$ cat config.mk
export PLATFORM = sky130hd
export DESIGN_NAME = mac_lane_accum_flat
export DESIGN_NICKNAME = d
export VERILOG_FILES = /design/src/rtl/mac_lane_accum_if.sv /design/src/rtl/mac_lane_accum.sv /design/src/flat_wrapper.sv
export SDC_FILE = /design/constraint.sdc
export NUM_CORES = 1
export LEC_CHECK = 0
export ABC_AREA = 1
export CORE_MARGIN = 5
export CORE_UTILIZATION = 55
export CTS_BUF_LIST = sky130_fd_sc_hd__clkbuf_8
export DETAILED_ROUTE_END_ITERATION = 7
export GPL_ROUTABILITY_DRIVEN = 0
export PLACE_DENSITY = 0.77
export SETUP_SLACK_MARGIN = 0.05
export SKIP_LAST_GASP = 1
export SLEW_MARGIN = 20
export SYNTH_ARGS = -nofsm -noshare
export SYNTH_HDL_FRONTEND = slang
export SYNTH_HIERARCHICAL = 1
export SYNTH_SLANG_ARGS = --single-unit
$ cat constraint.sdc
create_clock -name clock0 -period 4.2 [get_ports clock0]
set_clock_uncertainty 0.1 [all_clocks]
set_input_delay 0.63 -clock clock0 [delete_from_list [all_inputs] [get_ports clock0]]
set_output_delay 0.63 -clock clock0 [all_outputs]
set_load 0.05 [all_outputs]
$ cat src/rtl/mac_lane_accum_if.sv
// Beat / result bundle for mac_lane_accum.
// master drives operand beats and observes results; slave is the MAC unit.
interface mac_lane_accum_if #(
    parameter int NUM_LANES = 2,
    parameter int A_WIDTH   = 8,
    parameter int B_WIDTH   = 8,
    parameter int ACC_WIDTH = 32
);
    logic                           in_valid;
    logic                           in_last;
    logic [NUM_LANES*A_WIDTH-1:0]   dataa;
    logic [NUM_LANES*B_WIDTH-1:0]   datab;
    logic [ACC_WIDTH-1:0]           result;
    logic                           result_valid;
    logic                           overflow;

    modport master (
        output in_valid, in_last, dataa, datab,
        input  result, result_valid, overflow
    );

    modport slave (
        input  in_valid, in_last, dataa, datab,
        output result, result_valid, overflow
    );
endinterface

$ cat src/rtl/mac_lane_accum.sv
// N-lane multiply-accumulate: registered per-lane products, pipelined adder
// tree, accumulator stage and registered result stage.
// Compile-time option: define MAC_SATURATE_EN to clamp the accumulator on
// overflow instead of wrapping.

// Per-lane product, width A_WIDTH+B_WIDTH, operands extended per SIGNED.
module mac_lane_mul #(
    parameter int A_WIDTH = 8,
    parameter int B_WIDTH = 8,
    parameter int SIGNED  = 1,
    parameter int P_WIDTH = A_WIDTH + B_WIDTH
) (
    input  logic [A_WIDTH-1:0] a,
    input  logic [B_WIDTH-1:0] b,
    output logic [P_WIDTH-1:0] p
);
    logic [P_WIDTH-1:0] ae, be;

    if (SIGNED != 0) begin : g_sext
        assign ae = {{B_WIDTH{a[A_WIDTH-1]}}, a};
        assign be = {{A_WIDTH{b[B_WIDTH-1]}}, b};
    end else begin : g_zext
        assign ae = {{B_WIDTH{1'b0}}, a};
        assign be = {{A_WIDTH{1'b0}}, b};
    end

    // Low P_WIDTH bits of the extended product are exact in both modes.
    assign p = ae * be;
endmodule

module mac_lane_accum #(
    parameter int NUM_LANES = 2,
    parameter int A_WIDTH   = 8,
    parameter int B_WIDTH   = 8,
    parameter int ACC_WIDTH = 32,
    parameter int SIGNED    = 1
) (
    input  logic                  clock0,
    input  logic                  reset,
    mac_lane_accum_if.slave       bus
);
    localparam int PW     = A_WIDTH + B_WIDTH;
    localparam int LEVELS = (NUM_LANES > 1) ? $clog2(NUM_LANES) : 0;
    localparam int STAGES = LEVELS;
    localparam int P2     = 1 << LEVELS;        // lanes padded to a power of two
    localparam int SW     = PW + LEVELS;        // tree result width
    localparam int EXT    = ACC_WIDTH - SW;
    localparam int MSB    = ACC_WIDTH - 1;
`ifdef MAC_SATURATE_EN
    localparam bit SATURATE = 1'b1;
`else
    localparam bit SATURATE = 1'b0;
`endif

    logic [NUM_LANES-1:0][PW-1:0] prod;
    logic [P2-1:0][SW-1:0]        leaf;
    // Heap-ordered tree: node 0 is the root, leaves live at P2-1 .. 2*P2-2.
    logic [2*P2-2:0][SW-1:0]      node;
    logic [STAGES:0]              vld_pipe;
    logic [STAGES:0]              lst_pipe;

    logic [ACC_WIDTH-1:0] acc, base, sum_ext, raw, sat_val, acc_nxt;
    logic                 carry, ovf_now;
    logic                 first, sticky, fin, fin_ovf;

    for (genvar g = 0; g < P2; g++) begin : g_lane
        if (g < NUM_LANES) begin : g_real
            mac_lane_mul #(
                .A_WIDTH (A_WIDTH),
                .B_WIDTH (B_WIDTH),
                .SIGNED  (SIGNED)
            ) u_lane (
                .a (bus.dataa[g*A_WIDTH +: A_WIDTH]),
                .b (bus.datab[g*B_WIDTH +: B_WIDTH]),
                .p (prod[g])
            );
            if (LEVELS == 0) begin : g_noext
                assign leaf[g] = prod[g];
            end else if (SIGNED != 0) begin : g_sext
                assign leaf[g] = {{LEVELS{prod[g][PW-1]}}, prod[g]};
            end else begin : g_zext
                assign leaf[g] = {{LEVELS{1'b0}}, prod[g]};
            end
        end else begin : g_pad
            assign leaf[g] = '0;
        end
    end

    if (EXT == 0) begin : g_sum_noext
        assign sum_ext = node[0];
    end else if (SIGNED != 0) begin : g_sum_sext
        assign sum_ext = {{EXT{node[0][SW-1]}}, node[0]};
    end else begin : g_sum_zext
        assign sum_ext = {{EXT{1'b0}}, node[0]};
    end

    // Product registers (leaves) and one registered tree level per depth.
    always_ff @(posedge clock0) begin
        for (int i = 0; i < P2; i++) node[P2-1+i] <= leaf[i];
        for (int i = 0; i < P2-1; i++) node[i] <= node[2*i+1] + node[2*i+2];
    end

    // Next accumulator value, overflow detection and optional clamping.
    always_comb begin
        base         = first ? '0 : acc;
        {carry, raw} = {1'b0, base} + {1'b0, sum_ext};
        if (SIGNED != 0) begin
            ovf_now = (base[MSB] == sum_ext[MSB]) && (raw[MSB] != base[MSB]);
            sat_val = base[MSB] ? {1'b1, {(ACC_WIDTH-1){1'b0}}}
                                : {1'b0, {(ACC_WIDTH-1){1'b1}}};
        end else begin
            ovf_now = carry;
            sat_val = '1;
        end
        acc_nxt = raw;
        if (SATURATE && ovf_now) acc_nxt = sat_val;
    end

    // valid/last shift alongside the tree; accumulate when a beat reaches the root.
    always_ff @(posedge clock0) begin
        if (reset) begin
            vld_pipe <= '0;
            lst_pipe <= '0;
            acc      <= '0;
            first    <= 1'b1;
            sticky   <= 1'b0;
            fin      <= 1'b0;
            fin_ovf  <= 1'b0;
        end else begin
            vld_pipe[0] <= bus.in_valid;
            lst_pipe[0] <= bus.in_valid & bus.in_last;
            for (int k = 1; k <= STAGES; k++) begin
                vld_pipe[k] <= vld_pipe[k-1];
                lst_pipe[k] <= lst_pipe[k-1];
            end
            fin <= 1'b0;
            if (vld_pipe[STAGES]) begin
                acc <= acc_nxt;
                if (lst_pipe[STAGES]) begin
                    first   <= 1'b1;
                    sticky  <= 1'b0;
                    fin     <= 1'b1;
                    fin_ovf <= sticky | ovf_now;
                end else begin
                    first   <= 1'b0;
                    sticky  <= sticky | ovf_now;
                end
            end
        end
    end

    // Registered result: capture the finished accumulator, pulse valid once.
    always_ff @(posedge clock0) begin
        if (reset) begin
            bus.result       <= '0;
            bus.result_valid <= 1'b0;
            bus.overflow     <= 1'b0;
        end else begin
            bus.result_valid <= fin;
            if (fin) begin
                bus.result   <= acc;
                bus.overflow <= fin_ovf;
            end
        end
    end
endmodule

$ cat src/flat_wrapper.sv
// flat-port wrapper written by rule: the top's interface ports become plain ports
module mac_lane_accum_flat 
#(
    parameter int NUM_LANES = 2,
    parameter int A_WIDTH   = 8,
    parameter int B_WIDTH   = 8,
    parameter int ACC_WIDTH = 32,
    parameter int SIGNED    = 1
)
  (clock0, reset, bus_in_valid, bus_in_last, bus_dataa, bus_datab, bus_result, bus_result_valid, bus_overflow);
  mac_lane_accum_if #(.NUM_LANES(NUM_LANES), .A_WIDTH(A_WIDTH), .B_WIDTH(B_WIDTH), .ACC_WIDTH(ACC_WIDTH)) bus_i ();
  input  logic clock0;
  input  logic reset;
  input wire logic [$bits(bus_i.in_valid)-1:0] bus_in_valid;
  input wire logic [$bits(bus_i.in_last)-1:0] bus_in_last;
  input wire logic [$bits(bus_i.dataa)-1:0] bus_dataa;
  input wire logic [$bits(bus_i.datab)-1:0] bus_datab;
  output wire logic [$bits(bus_i.result)-1:0] bus_result;
  output wire logic [$bits(bus_i.result_valid)-1:0] bus_result_valid;
  output wire logic [$bits(bus_i.overflow)-1:0] bus_overflow;
  assign bus_i.in_valid = bus_in_valid;
  assign bus_i.in_last = bus_in_last;
  assign bus_i.dataa = bus_dataa;
  assign bus_i.datab = bus_datab;
  assign bus_result = bus_i.result;
  assign bus_result_valid = bus_i.result_valid;
  assign bus_overflow = bus_i.overflow;
  mac_lane_accum #(.NUM_LANES(NUM_LANES), .A_WIDTH(A_WIDTH), .B_WIDTH(B_WIDTH), .ACC_WIDTH(ACC_WIDTH), .SIGNED(SIGNED)) u_core (.clock0(clock0), .reset(reset), .bus(bus_i));
endmodule
=== Word-level counts from Yosys, hierarchy flattened ===
Index checks and enable logic that the tools add are counted.

* Bits in registers: 123
* Input bits: 36
* Output and inout port bits: 34
* Logic and storage cells: 28

* $add $sub $neg: 2
* $mul: 2
* Eq/ne operators: 2
* Multiplexer cells: 3
* Bitwise gates (word level): 3
* Reduce and logical (&&, ||, !) cells: 3

{| class="wikitable"
|+ Operators by type and width
! operator !! number
|-
| 32-bit adder || 1
|-
| 8-bit by 8-bit multiplier with 16-bit output || 2
|-
| 32-bit 2-to-1 mux || 1
|-
| 16-bit by 16-bit adder with 17-bit output || 1
|-
| 1-bit 2-to-1 mux || 2
|-
| 2-bit AND reduction || 1
|-
| 2-bit OR reduction || 1
|-
| 1-bit AND || 1
|-
| 1-bit == test || 1
|-
| 1-bit logical AND || 1
|-
| 1-bit inequality test || 1
|-
| 1-bit NOT || 1
|-
| 1-bit bitwise OR || 1
|}

=== Logic depth before layout (Yosys ltp) ===
Gate-level depths: netlist (run 1).

* Depth in word-level cells: 6
* Mapped depth: 22
* Mapped depth without buffers: 21

=== Hierarchy ===
The synthesis (run 1) kept the hierarchy.

{| class="wikitable"
|+ Modules (own cells, without submodules)
! module !! times used !! cells an instance !! area each (µm²) !! seq. area each (µm²)
|-
| mac_lane_accum || 1 || 1011 || 6825.3 || 2462.4
|-
| mac_lane_mul at u_core.g_lane[0].g_real.u_lane || 1 || 421 || 2851.5 || 0.0
|-
| mac_lane_mul at u_core.g_lane[1].g_real.u_lane || 1 || 399 || 2755.1 || 0.0
|}

=== Worst setup path before layout (run 1) ===
OpenSTA, ideal clock, no wires.

* Kind: input-to-reg
* Start point: input port bus_datab[2]
* End point: register u_core/node[31] (netlist name)
* Setup time: 0.113 ns
* Arrival time: 4.207 ns
* Data required time: 3.987 ns
* Path slack: -0.220 ns
* Stages: 17
* Path buffers: 1
* Path through: clkbuf_1 -> nand2_1 -> inv_1 -> fa_1 -> inv_1 -> fa_1 -> inv_1 -> fa_1 -> inv_1 -> fa_1 -> inv_1 -> ha_1 -> a21o_1 -> a21oi_1 -> nand3_1 -> nand2_1 -> nand2_1

{| class="wikitable"
|+ RTL lines
! item !! line !! text
|-
| start, declared || flat_wrapper.sv:17 || <nowiki>input wire logic [$bits(bus_i.datab)-1:0] bus_datab;</nowiki>
|-
| end, declared || mac_lane_accum.sv:58 || <nowiki>logic [2*P2-2:0][SW-1:0] node;</nowiki>
|}

==> metrics.cfg, run 1 <==
[outcome]
status=finished clean

[floorplanning]
die_h_um=160
start_util_pct=55.4
dieWidth_um=160
die_area_um2=25700
ios=70
num_rows=55
core_area_um2=22400

[clock_tree]
cts_sinks=123
clock_latency_ns=0.45
clk_transition_reported_paths_ns=0.08
cts.path.max_buffers=2
cts_tree=built
cts-root-buf=clkbuf_8
cts_max_level=4
cts_made_buffers=17

[power]
p_leak_nw=8.49
p_int_mw=4.43
clockPowerShare_pct=12.1
p_total_mw=8.17
combinationalPowerShare_pct=68.3
switching_share_pct=45.8
vdd_ir_drop_max_mv=0.408
cellPowerDensity_nw_per_um2=559
pwr-share-seq_pct=19.5
switching_power_mw=3.74

[routing]
route.final.wire_length_mm=27.2
first_iter_violations=591
via_count=11000
wl_per_cell_um=12.1
drtAntennaViolNets=0
avgViaCountPerCell=4.90
dr.pass1.iters=5
drcViolationCount=0

[timing]
relSlewSlack_pct=32.8
final.min_clock_period_ns=4.02
fin_ws_ns=0.175
whs_ns=0.304
final-hold-violation-count=0
drv_slew=0
setup_viol=0
finalCritPeriodShare_pct=95.8
tns_ns=0
rsz0062_at_grt=true
tightest_slew_ns=1.01
fmax_ghz=0.248

[hold_path]
worst_hold_path.num_cells=2
worstHoldStart=u_core/vld_pipe[0]$_SDFF_PP0_
hold-path-endpoint=u_core/vld_pipe[1]$_SDFF_PP0_
min_path_type=reg2reg

[place]
pre_cts_slack_ns=-0.706
port_buffers=69
hpwl_mm=22.4
dpl-instance-area_um2=14000

[worst_setup_path]
end_kind=flip-flop
crit_type=in2reg
critPathMaxFanout=5
cp.arrival_ns=4.27
startpoint_type=input port
r2r_slack_ns=1.29
r2r-end=u_core/fin_ovf$_SDFFE_PP0P_
r2r_start=u_core/first$_SDFFE_PP1P_
r2r_cells=15
required_ns=4.45

[final_layout]
antenna_cells=0
final_common_cell=inv_1
final_cell_mix=inv_1, nand2_1, dfxtp_1
final_nets=2209
area_growth_pct=17.5
drive_above_1_share_pct=12.0
final_cell_area_um2=14600

[logic_synthesis]
ys_seq_area_share_pct=19.8
synth_cell_types=34
postSynthCellCount=1831
syn_area_per_cell_um2=6.79
synth_nets=2084
yosys_warnings=6
synth_area_um2=12400
ys_ff_latch=123

[global_routing]
grt_usage_pct=21.7
gr-total-overflow=0
antenna_found_initial=0
grt_pass1_vias=11000
grt_pass1_wl_mm=47.4
grt_max_degree=66

[job]
cap_violations=0

-- routing by layer --
layer	GRT usage, %	vias up	wire, µm
met5	0	-	0
met4	7.16	0	714
met3	2.46	43	694
met2	41.8	169	14600
met1	25.0	5153	11200
li1	-	5677	-
-- flip-flops by register name (all words and copies together), names as in the netlist --
| name | flops |
|---|---|
| u_core/node | 49 |
| u_core/acc | 32 |
| u_core/bus.result | 32 |
| u_core/lst_pipe | 2 |
| u_core/vld_pipe | 2 |
| u_core/bus.overflow | 1 |
| u_core/bus.result_valid | 1 |
| u_core/fin | 1 |
| u_core/fin_ovf | 1 |
| u_core/first | 1 |
| u_core/sticky | 1 |
-- synth_stat cells (all sizes together) --
library cell	instances	area share, %
a21boi	2	0.12
a21o	6	0.36
a21oi	114	4.7
buf	5	0.25
clkbuf	48	1.4
dfxtp	123	20
dlygate4sd1	1	0.070
fa	112	18
ha	105	11
inv	485	15
nand2	475	15
nand3	75	3.1
nand3b	7	0.42
nand4	7	0.35
nor2	132	4.1
nor3	7	0.36
o21a	1	0.060
o21ai	65	2.7
o21bai	11	0.66
o31ai	1	0.060
or2	3	0.15
xnor2	15	1.1
xor2	31	2.2
-- metrics by stage --
stage	utilization, %	instances
2_1_floorplan	-	1831
3_3_place_gp	62.4	2220
3_5_place_dp	62.4	2220
4_1_cts	64.2	2252
5_1_grt	65.1	2254
6_report	65.1	2254
-- kinds of logic after synthesis --
| family | after synthesis | share of synthesized area (%) |
|---|---|---|
| XOR/XNOR | 46 | 3.24 |
| AND/OR/NAND/NOR | 706 | 23.3 |
| adder cells (fa/ha/maj) | 217 | 28.6 |
| AO/OA/AOI/OAI | 200 | 8.66 |
| flip-flops | 123 | 19.8 |
| buffers and inverters | 539 | 16.4 |
-- worst max path at each step --
stage,start,end,depth (start not counted)
4_1_cts,bus_dataa[7],u_core/node[32]$_DFF_P_,16
6_report,bus_datab[0],u_core/node[32]$_DFF_P_,19
3_5_place_dp,bus_dataa[7],u_core/node[32]$_DFF_P_,16
3_3_place_gp,bus_dataa[7],u_core/node[32]$_DFF_P_,17
5_1_grt,bus_datab[0],u_core/node[32]$_DFF_P_,19
2_1_floorplan,bus_dataa[0],u_core/node[32]$_DFF_P_,17
-- final cells by class --
class	count	area (µm²)
Clock buffer	17	234
Fill cell	1979	7820
Sequential cell	123	2460
Timing Repair Buffer	160	1340
Multi-Input combinational cell	1169	8250
Inverter	485	1820
Tap cell	285	357
Clock inverter	15	140
-- power groups by stage --
| stage | Clock (mW) | Sequential, mW | Combinational [mW] |
|---|---|---|---|
| after floorplan | 0 | 1.56 | 3.71 |
| after global placement | 0 | 1.62 | 4.92 |
| after detailed placement | 0 | 1.62 | 5.06 |
| after CTS | 1.02 | 1.60 | 5.20 |
| after global routing | 1.07 | 1.62 | 6.34 |
| final | 0.992 | 1.60 | 5.58 |
-- critical path, cell delays in order --
cell and delay (ns):
clkdlybuf4s50_1 0.45, nand2_1 0.09, inv_2 0.07, fa_1 0.49, inv_1 0.05, fa_1 0.50
inv_1 0.05, fa_1 0.48, inv_1 0.06, fa_1 0.53, inv_1 0.06, ha_4 0.30
nand2_4 0.07, nor2_4 0.13, nand3_2 0.09, inv_1 0.06, nor2_1 0.04, nand3_1 0.07
nand2_1 0.06
-- what timing repair did --
action,in CTS,in global routing
endpoints found under the setup margin,15,18
gates cloned,0,0
gates resized for setup,31,76
pin swaps,6,24
buffers inserted,0,2
hold buffers,0,0
(Power assumes the default switching activity.)
==> inputs of run 2 (changes only) <==
--- a/config.mk
+++ b/config.mk
@@ -6,12 +6,14 @@
 export NUM_CORES = 1
 export LEC_CHECK = 0
 export ABC_AREA = 1
+export CELL_PAD_IN_SITES_DETAIL_PLACEMENT = 2
+export CELL_PAD_IN_SITES_GLOBAL_PLACEMENT = 2
 export CORE_MARGIN = 5
-export CORE_UTILIZATION = 55
+export CORE_UTILIZATION = 36
 export CTS_BUF_LIST = sky130_fd_sc_hd__clkbuf_8
 export DETAILED_ROUTE_END_ITERATION = 7
 export GPL_ROUTABILITY_DRIVEN = 0
-export PLACE_DENSITY = 0.77
+export PLACE_DENSITY_LB_ADDON = 0.1
 export SETUP_SLACK_MARGIN = 0.05
 export SKIP_LAST_GASP = 1
 export SLEW_MARGIN = 20
==> constraint.sdc (replaced) <==
create_clock -name clock0 -period 4.3 [get_ports clock0]
set_clock_uncertainty 0.1 [all_clocks]
set_input_delay 0.645 -clock clock0 [delete_from_list [all_inputs] [get_ports clock0]]
set_output_delay 0.645 -clock clock0 [all_outputs]
set_load 0.05 [all_outputs]
==> metrics.cfg, run 2 (synthesis results as in run 1) <==
[worst_setup_path]
cp.arrival_ns=4.40  ; was 4.27 ns
end_kind=flip-flop  ; unchanged
r2r_cells=12  ; was 15
required_ns=4.55  ; was 4.45 ns
r2r_start=u_core/first$_SDFFE_PP1P_  ; unchanged
startpoint_type=input port  ; unchanged
r2r-end=u_core/acc[18]$_SDFFE_PP0P_  ; was u_core/fin_ovf$_SDFFE_PP0P_
critPathMaxFanout=5  ; unchanged
r2r_slack_ns=1.45  ; was 1.29 ns
crit_type=in2reg  ; unchanged

[global_routing]
grt_busiest_layer=met2  ; unchanged
met3_usage_pct=2.18  ; was 2.46%
grtUsageMet1_pct=24.3  ; was 25.0%
grt_pass1_wl_mm=66.5  ; was 47.4 mm
antenna_found_initial=0  ; unchanged
grt_max_degree=66  ; unchanged
grt_use_met2_pct=41.7  ; was 41.8%
grt_usage_pct=21.3  ; was 21.7%
grt_pass1_vias=13300  ; was 11,000
gr-total-overflow=0  ; unchanged

[final_layout]
reg.largest.list=u_core/node x49, u_core/acc x32, u_core/bus.result x32  ; unchanged
num-fill-cells=4150  ; was 1,979
antenna_cells=0  ; unchanged
final_util_pct=43.7  ; was 65.1%
final_common_cell=inv_1  ; unchanged
area_growth_pct=20.5  ; was 17.5%
largest_register_ffs=49  ; unchanged
final_nets=2223  ; was 2,209
drive_above_1_share_pct=12.9  ; was 12.0%
regMostFlops=u_core/node  ; unchanged
final_cell_mix=inv_1, nand2_1, dfxtp_1  ; unchanged

[timing]
final.min_clock_period_ns=4.15
rsz0062_at_grt=true  ; unchanged
final-hold-violation-count=0  ; unchanged
setup_viol=0  ; unchanged
whs_ns=0.320  ; was 0.304 ns
fmax_ghz=0.241
finalCritPeriodShare_pct=96.5
tightest_slew_ns=1.05  ; was 1.01 ns
drv_slew=0  ; unchanged
relSlewSlack_pct=30.1  ; was 32.8%

[routing]
first_iter_violations=252  ; was 591
route.final.wire_length_mm=41.4  ; was 27.2 mm
drtAntennaViolNets=0  ; unchanged
dr.pass1.iters=4  ; was 5
via_count=11600  ; was 11,000
drcViolationCount=0  ; unchanged
wl_per_cell_um=17.0  ; was 12.1 µm
avgViaCountPerCell=4.76  ; was 4.90

[clock_tree]
cts-root-buf=clkbuf_8  ; unchanged
cts.path.max_buffers=2  ; unchanged
cts_made_buffers=17  ; unchanged
clk_transition_reported_paths_ns=0.09  ; was 0.08 ns
cts_max_level=4  ; unchanged
cts_tree=built  ; unchanged
cts_sinks=123  ; unchanged
clock_latency_ns=0.46  ; was 0.45 ns

[power]
p_leak_nw=8.57  ; was 8.49 nW
vdd_ir_drop_max_mv=0.287  ; was 0.408 mV
cellPowerDensity_nw_per_um2=589  ; was 559 nW/µm²

[hold_path]
worst_hold_path.num_cells=2  ; unchanged
min_path_type=reg2reg  ; unchanged
worstHoldStart=u_core/lst_pipe[0]$_SDFF_PP0_  ; was u_core/vld_pipe[0]$_SDFF_PP0_
hold-path-endpoint=u_core/lst_pipe[1]$_SDFF_PP0_  ; was u_core/vld_pipe[1]$_SDFF_PP0_

[floorplanning]
dieWidth_um=196  ; was 160 µm
start_util_pct=36.3  ; was 55.4%
die_h_um=196  ; was 160 µm
die_area_um2=38300  ; was 25,700 µm²
ios=70  ; unchanged
num_rows=68  ; was 55
core_area_um2=34300  ; was 22,400 µm²

[place]
port_buffers=69  ; unchanged
hpwl_mm=33.4  ; was 22.4 mm

[outcome]
status=finished clean  ; unchanged

[job]
cap_violations=0  ; unchanged

[run 2: report_power, final]
group          internal (mW)  switching (mW)  total, mW  leakage [nW]
Clock                  0.646           0.560       1.21         0.225
Sequential              1.43           0.143       1.57          1.01
Combinational           2.53            3.51       6.04          7.33
[run 2: routing by layer]
metal | vias to the layer above | share of wire, %
met4 | 0 | 2.7
met2 | 105 | 55
met5 | - | 0
met1 | 5768 | 41
met3 | 50 | 1.6
li1 | 5681 | -
[run 2: timing repair]
item | in CTS | in global routing
setup endpoints to repair | 15 | 16
gates resized for setup | 54 | 65
pin swaps | 13 | 24
setup buffers | 1 | 3
hold buffers | 0 | 0
[run 2: cell type report]
class / instances / area [µm²] / area share [%]
flip-flops and latches: 123 / 2460 / 16.4
clock inverters: 15 / 213 / 1.42
inverters: 485 / 1820 / 12.2
clock buffers: 17 / 234 / 1.56
repair buffers: 174 / 1430 / 9.54
multi-input cells: 1169 / 8250 / 55.1
well taps: 455 / 569 / 3.80
[run 2: through the flow]
stage	instance area, µm²	std cells	power, mW	TNS (ns)	setup slack, ns
floorplan	12500	1831	5.12	0	0.0538
global placement	14300	2402	6.69	-8.12	-0.536
detailed placement	14300	2402	7.03	-11.19	-0.802
CTS	14800	2435	8.48	0	0.0158
global route	15000	2438	9.66	0	0.0252
finish	15000	2438	8.82	0	0.151
[run 2: worst max-delay path by stage]
stage | start | end | depth (start not counted)
floorplan | bus_dataa[0] | u_core/node[32]$_DFF_P_ | 17
global placement | bus_dataa[7] | u_core/node[32]$_DFF_P_ | 19
detailed placement | bus_dataa[7] | u_core/node[32]$_DFF_P_ | 17
CTS | bus_dataa[7] | u_core/node[32]$_DFF_P_ | 17
global route | bus_datab[7] | u_core/node[31]$_DFF_P_ | 17
finish | bus_datab[7] | u_core/node[31]$_DFF_P_ | 17
[run 2: worst max-delay path, cell delays in order]
cell and delay (ns):
clkdlybuf4s15_1 0.20, inv_2 0.09, or2_2 0.29, fa_1 0.48, fa_1 0.51, inv_1 0.06
fa_1 0.53, inv_1 0.06, fa_1 0.54, inv_1 0.07, ha_4 0.28, a21oi_4 0.21
o21bai_4 0.09, nand2_2 0.08, nand3_1 0.11, nand2_2 0.11, nand2_2 0.06
==> inputs of run 3 (changes only) <==
--- a/config.mk
+++ b/config.mk
@@ -6,14 +6,17 @@
 export NUM_CORES = 1
 export LEC_CHECK = 0
 export ABC_AREA = 1
+export CAP_MARGIN = 20
 export CELL_PAD_IN_SITES_DETAIL_PLACEMENT = 2
 export CELL_PAD_IN_SITES_GLOBAL_PLACEMENT = 2
 export CORE_MARGIN = 5
 export CORE_UTILIZATION = 36
 export CTS_BUF_LIST = sky130_fd_sc_hd__clkbuf_8
+export CTS_CLUSTER_DIAMETER = 30
 export DETAILED_ROUTE_END_ITERATION = 7
 export GPL_ROUTABILITY_DRIVEN = 0
 export PLACE_DENSITY_LB_ADDON = 0.1
+export RECOVER_POWER = 100
 export SETUP_SLACK_MARGIN = 0.05
 export SKIP_LAST_GASP = 1
 export SLEW_MARGIN = 20
==> metrics.cfg, run 3 (synthesis results as in run 1) <==
[timing]
setup_viol=0  ; unchanged
drv_slew=99  ; was 0
finalCritPeriodShare_pct=96.5  ; about the same
tns_ns=0  ; unchanged
whs_ns=0.320  ; about the same
relSlewSlack_pct=-29.8  ; was 30.1%
tightest_slew_ns=1.94  ; was 1.05 ns
fmax_ghz=0.241  ; about the same
final-hold-violation-count=0  ; unchanged
rsz0062_at_grt=true  ; unchanged
final.min_clock_period_ns=4.15  ; about the same

[final_layout]
final_cell_mix=inv_1, nand2_1, dfxtp_1  ; unchanged
instances_no_fill=2438  ; unchanged
reg.largest.list=u_core/node x49, u_core/acc x32, u_core/bus.result x32  ; unchanged
largest_register_ffs=49  ; unchanged
antenna_cells=0  ; unchanged
area_growth_pct=20.1  ; was 20.5%
final_common_cell=inv_1  ; unchanged
drive_above_1_share_pct=12.1  ; was 12.9%
regMostFlops=u_core/node  ; unchanged
final_nets=2223  ; unchanged

[clock_tree]
clock_latency_ns=0.46  ; about the same
cts_made_buffers=17  ; unchanged
clk_transition_reported_paths_ns=0.09  ; about the same
cts-root-buf=clkbuf_8  ; unchanged
ctsHoldBuffers=0  ; unchanged
cts_tree=built  ; unchanged
cts_sinks=123  ; unchanged
cts_max_level=4  ; unchanged
cts.path.max_buffers=2  ; unchanged

[routing]
dr.pass1.iters=4  ; unchanged
drcViolationCount=0  ; unchanged
avgViaCountPerCell=4.76  ; about the same
drtAntennaViolNets=0  ; unchanged
first_iter_violations=214  ; was 252
via_count=11600  ; about the same
wl_per_cell_um=17.0  ; about the same
route.final.wire_length_mm=41.5  ; was 41.4 mm

[power]
vdd_ir_drop_max_mv=0.287  ; about the same
switching_power_mw=4.21  ; was 4.22 mW
p_leak_nw=8.67  ; was 8.57 nW
pwr-share-seq_pct=17.9  ; was 17.8%
combinationalPowerShare_pct=68.4  ; was 68.5%
cellPowerDensity_nw_per_um2=589  ; about the same
clockPowerShare_pct=13.7  ; about the same
switching_share_pct=47.8  ; about the same
p_int_mw=4.59  ; was 4.60 mW
p_total_mw=8.80  ; was 8.82 mW

[global_routing]
grt_pass1_wl_mm=66.5  ; unchanged
gr-total-overflow=0  ; unchanged
grt_usage_pct=21.3  ; unchanged
grt_max_degree=66  ; unchanged
antenna_found_initial=0  ; unchanged
grt_pass1_vias=13300  ; unchanged

[worst_setup_path]
required_ns=4.55  ; about the same
cpMostUsedCell=fa_1  ; unchanged
slowest_stage=fa_1  ; unchanged
startpoint_type=input port  ; unchanged
crit_type=in2reg  ; unchanged
r2r-end=u_core/acc[18]$_SDFFE_PP0P_  ; unchanged
r2r_cells=12  ; unchanged
crit_family=adder cells  ; unchanged
end_kind=flip-flop  ; unchanged
r2r_slack_ns=0.40  ; was 1.45 ns
crit_chain=clkdlybuf4s15_1 > inv_2 > or2_2 > fa_1 > fa_1 > inv_1 > fa_1 > inv_1 > fa_1 > inv_1 > ha_4 > a21oi_4 > o21bai_4 > nand2_2 > nand3_1 > nand2_2 > nand2_2  ; unchanged
critPathMaxFanout=5  ; unchanged
cp.arrival_ns=4.40  ; about the same
r2r_start=u_core/first$_SDFFE_PP1P_  ; unchanged
cp_num_buf_inv=5  ; unchanged
worst_path_largest_cell_delay_ns=0.54  ; about the same

[outcome]
status=finished, violations left  ; was finished clean
violations=capacitance limit, slew limit

[hold_path]
worstHoldStart=u_core/lst_pipe[0]$_SDFF_PP0_  ; unchanged
hold-path-endpoint=u_core/lst_pipe[1]$_SDFF_PP0_  ; unchanged
min_path_type=reg2reg  ; unchanged
worst_hold_path.num_cells=2  ; unchanged

[job]
cap_violations=2  ; was 0

[floorplanning]
core_area_um2=34300  ; unchanged
start_util_pct=36.3  ; unchanged
num_rows=68  ; unchanged
die_area_um2=38300  ; unchanged
die_h_um=196  ; unchanged
dieWidth_um=196  ; unchanged
ios=70  ; unchanged

[place]
placedCellCount=2402  ; unchanged
port_buffers=69  ; unchanged
hpwl_mm=33.4  ; unchanged

run 3: changes by cell type in the layout (fill, tap and decap cells not counted), moves of 3 or more:
cell             change
dlygate4sd3_1       +35
buf_4                -4
o21ai_1              -3
nand2_1              +9
o21ai_0              +4
clkdlybuf4s50_1     -35
nand2_2              -9
run 3: metal layers:
metal	track usage [%]	wire [µm]
met3	2.18	675
met1	24.3	16900
met4	6.44	1130
met2	41.7	22800
met5	0	0
run 3: cell type report:
type | instances | area, µm²
clock buffer | 17 | 234
multi-input combinational | 1169 | 8210
fill | 4153 | 19400
inverter | 485 | 1820
tap | 455 | 569
timing repair buffer | 174 | 1420
sequential | 123 | 2460
clock inverter | 15 | 213
run 3: power groups by stage:
| stage | combinational (mW) | sequential [mW] | clock [mW] |
|---|---|---|---|
| 6_report | 6.02 | 1.57 | 1.21 |
| 5_1_grt | 6.75 | 1.59 | 1.29 |
| 4_1_cts | 5.66 | 1.57 | 1.24 |
| 3_5_place_dp | 5.43 | 1.60 | 0 |
| 3_3_place_gp | 5.10 | 1.60 | 0 |
| 2_1_floorplan | 3.59 | 1.53 | 0 |
run 3: worst max-delay path by stage:
stage,depth (start not counted),to,startpoint
after floorplan,17,u_core/node[32]$_DFF_P_,bus_dataa[0]
after global placement,19,u_core/node[32]$_DFF_P_,bus_dataa[7]
after detailed placement,17,u_core/node[32]$_DFF_P_,bus_dataa[7]
after CTS,17,u_core/node[32]$_DFF_P_,bus_dataa[7]
after global routing,18,u_core/node[32]$_DFF_P_,bus_dataa[2]
final,17,u_core/node[31]$_DFF_P_,bus_datab[7]
run 3: worst reg2reg max path: cells and delay by family, from the launching register on:
family	cells	cell delay [ns]
buffers and inverters	3	1.38
adder cells (fa/ha/maj)	1	0.49
flip-flops	1	0.32
AO/OA/AOI/OAI	1	0.16
AND/OR/NAND/NOR	7	1.34
run 3: through the flow:
stage	worst slack, ns	util [%]	cell area [µm²]
6_report	0.151	43.5	14900
5_1_grt	-0.0275	43.5	14900
4_1_cts	0.0158	43.2	14800
3_5_place_dp	-0.802	41.7	14300
3_3_place_gp	-0.536	41.7	14300
2_1_floorplan	0.0538	-	12500
run 3: what timing repair did:
action,in CTS,in global routing
pin swaps,13,24
gates resized for setup,54,65
setup buffers,1,3
setup endpoints to repair,15,16
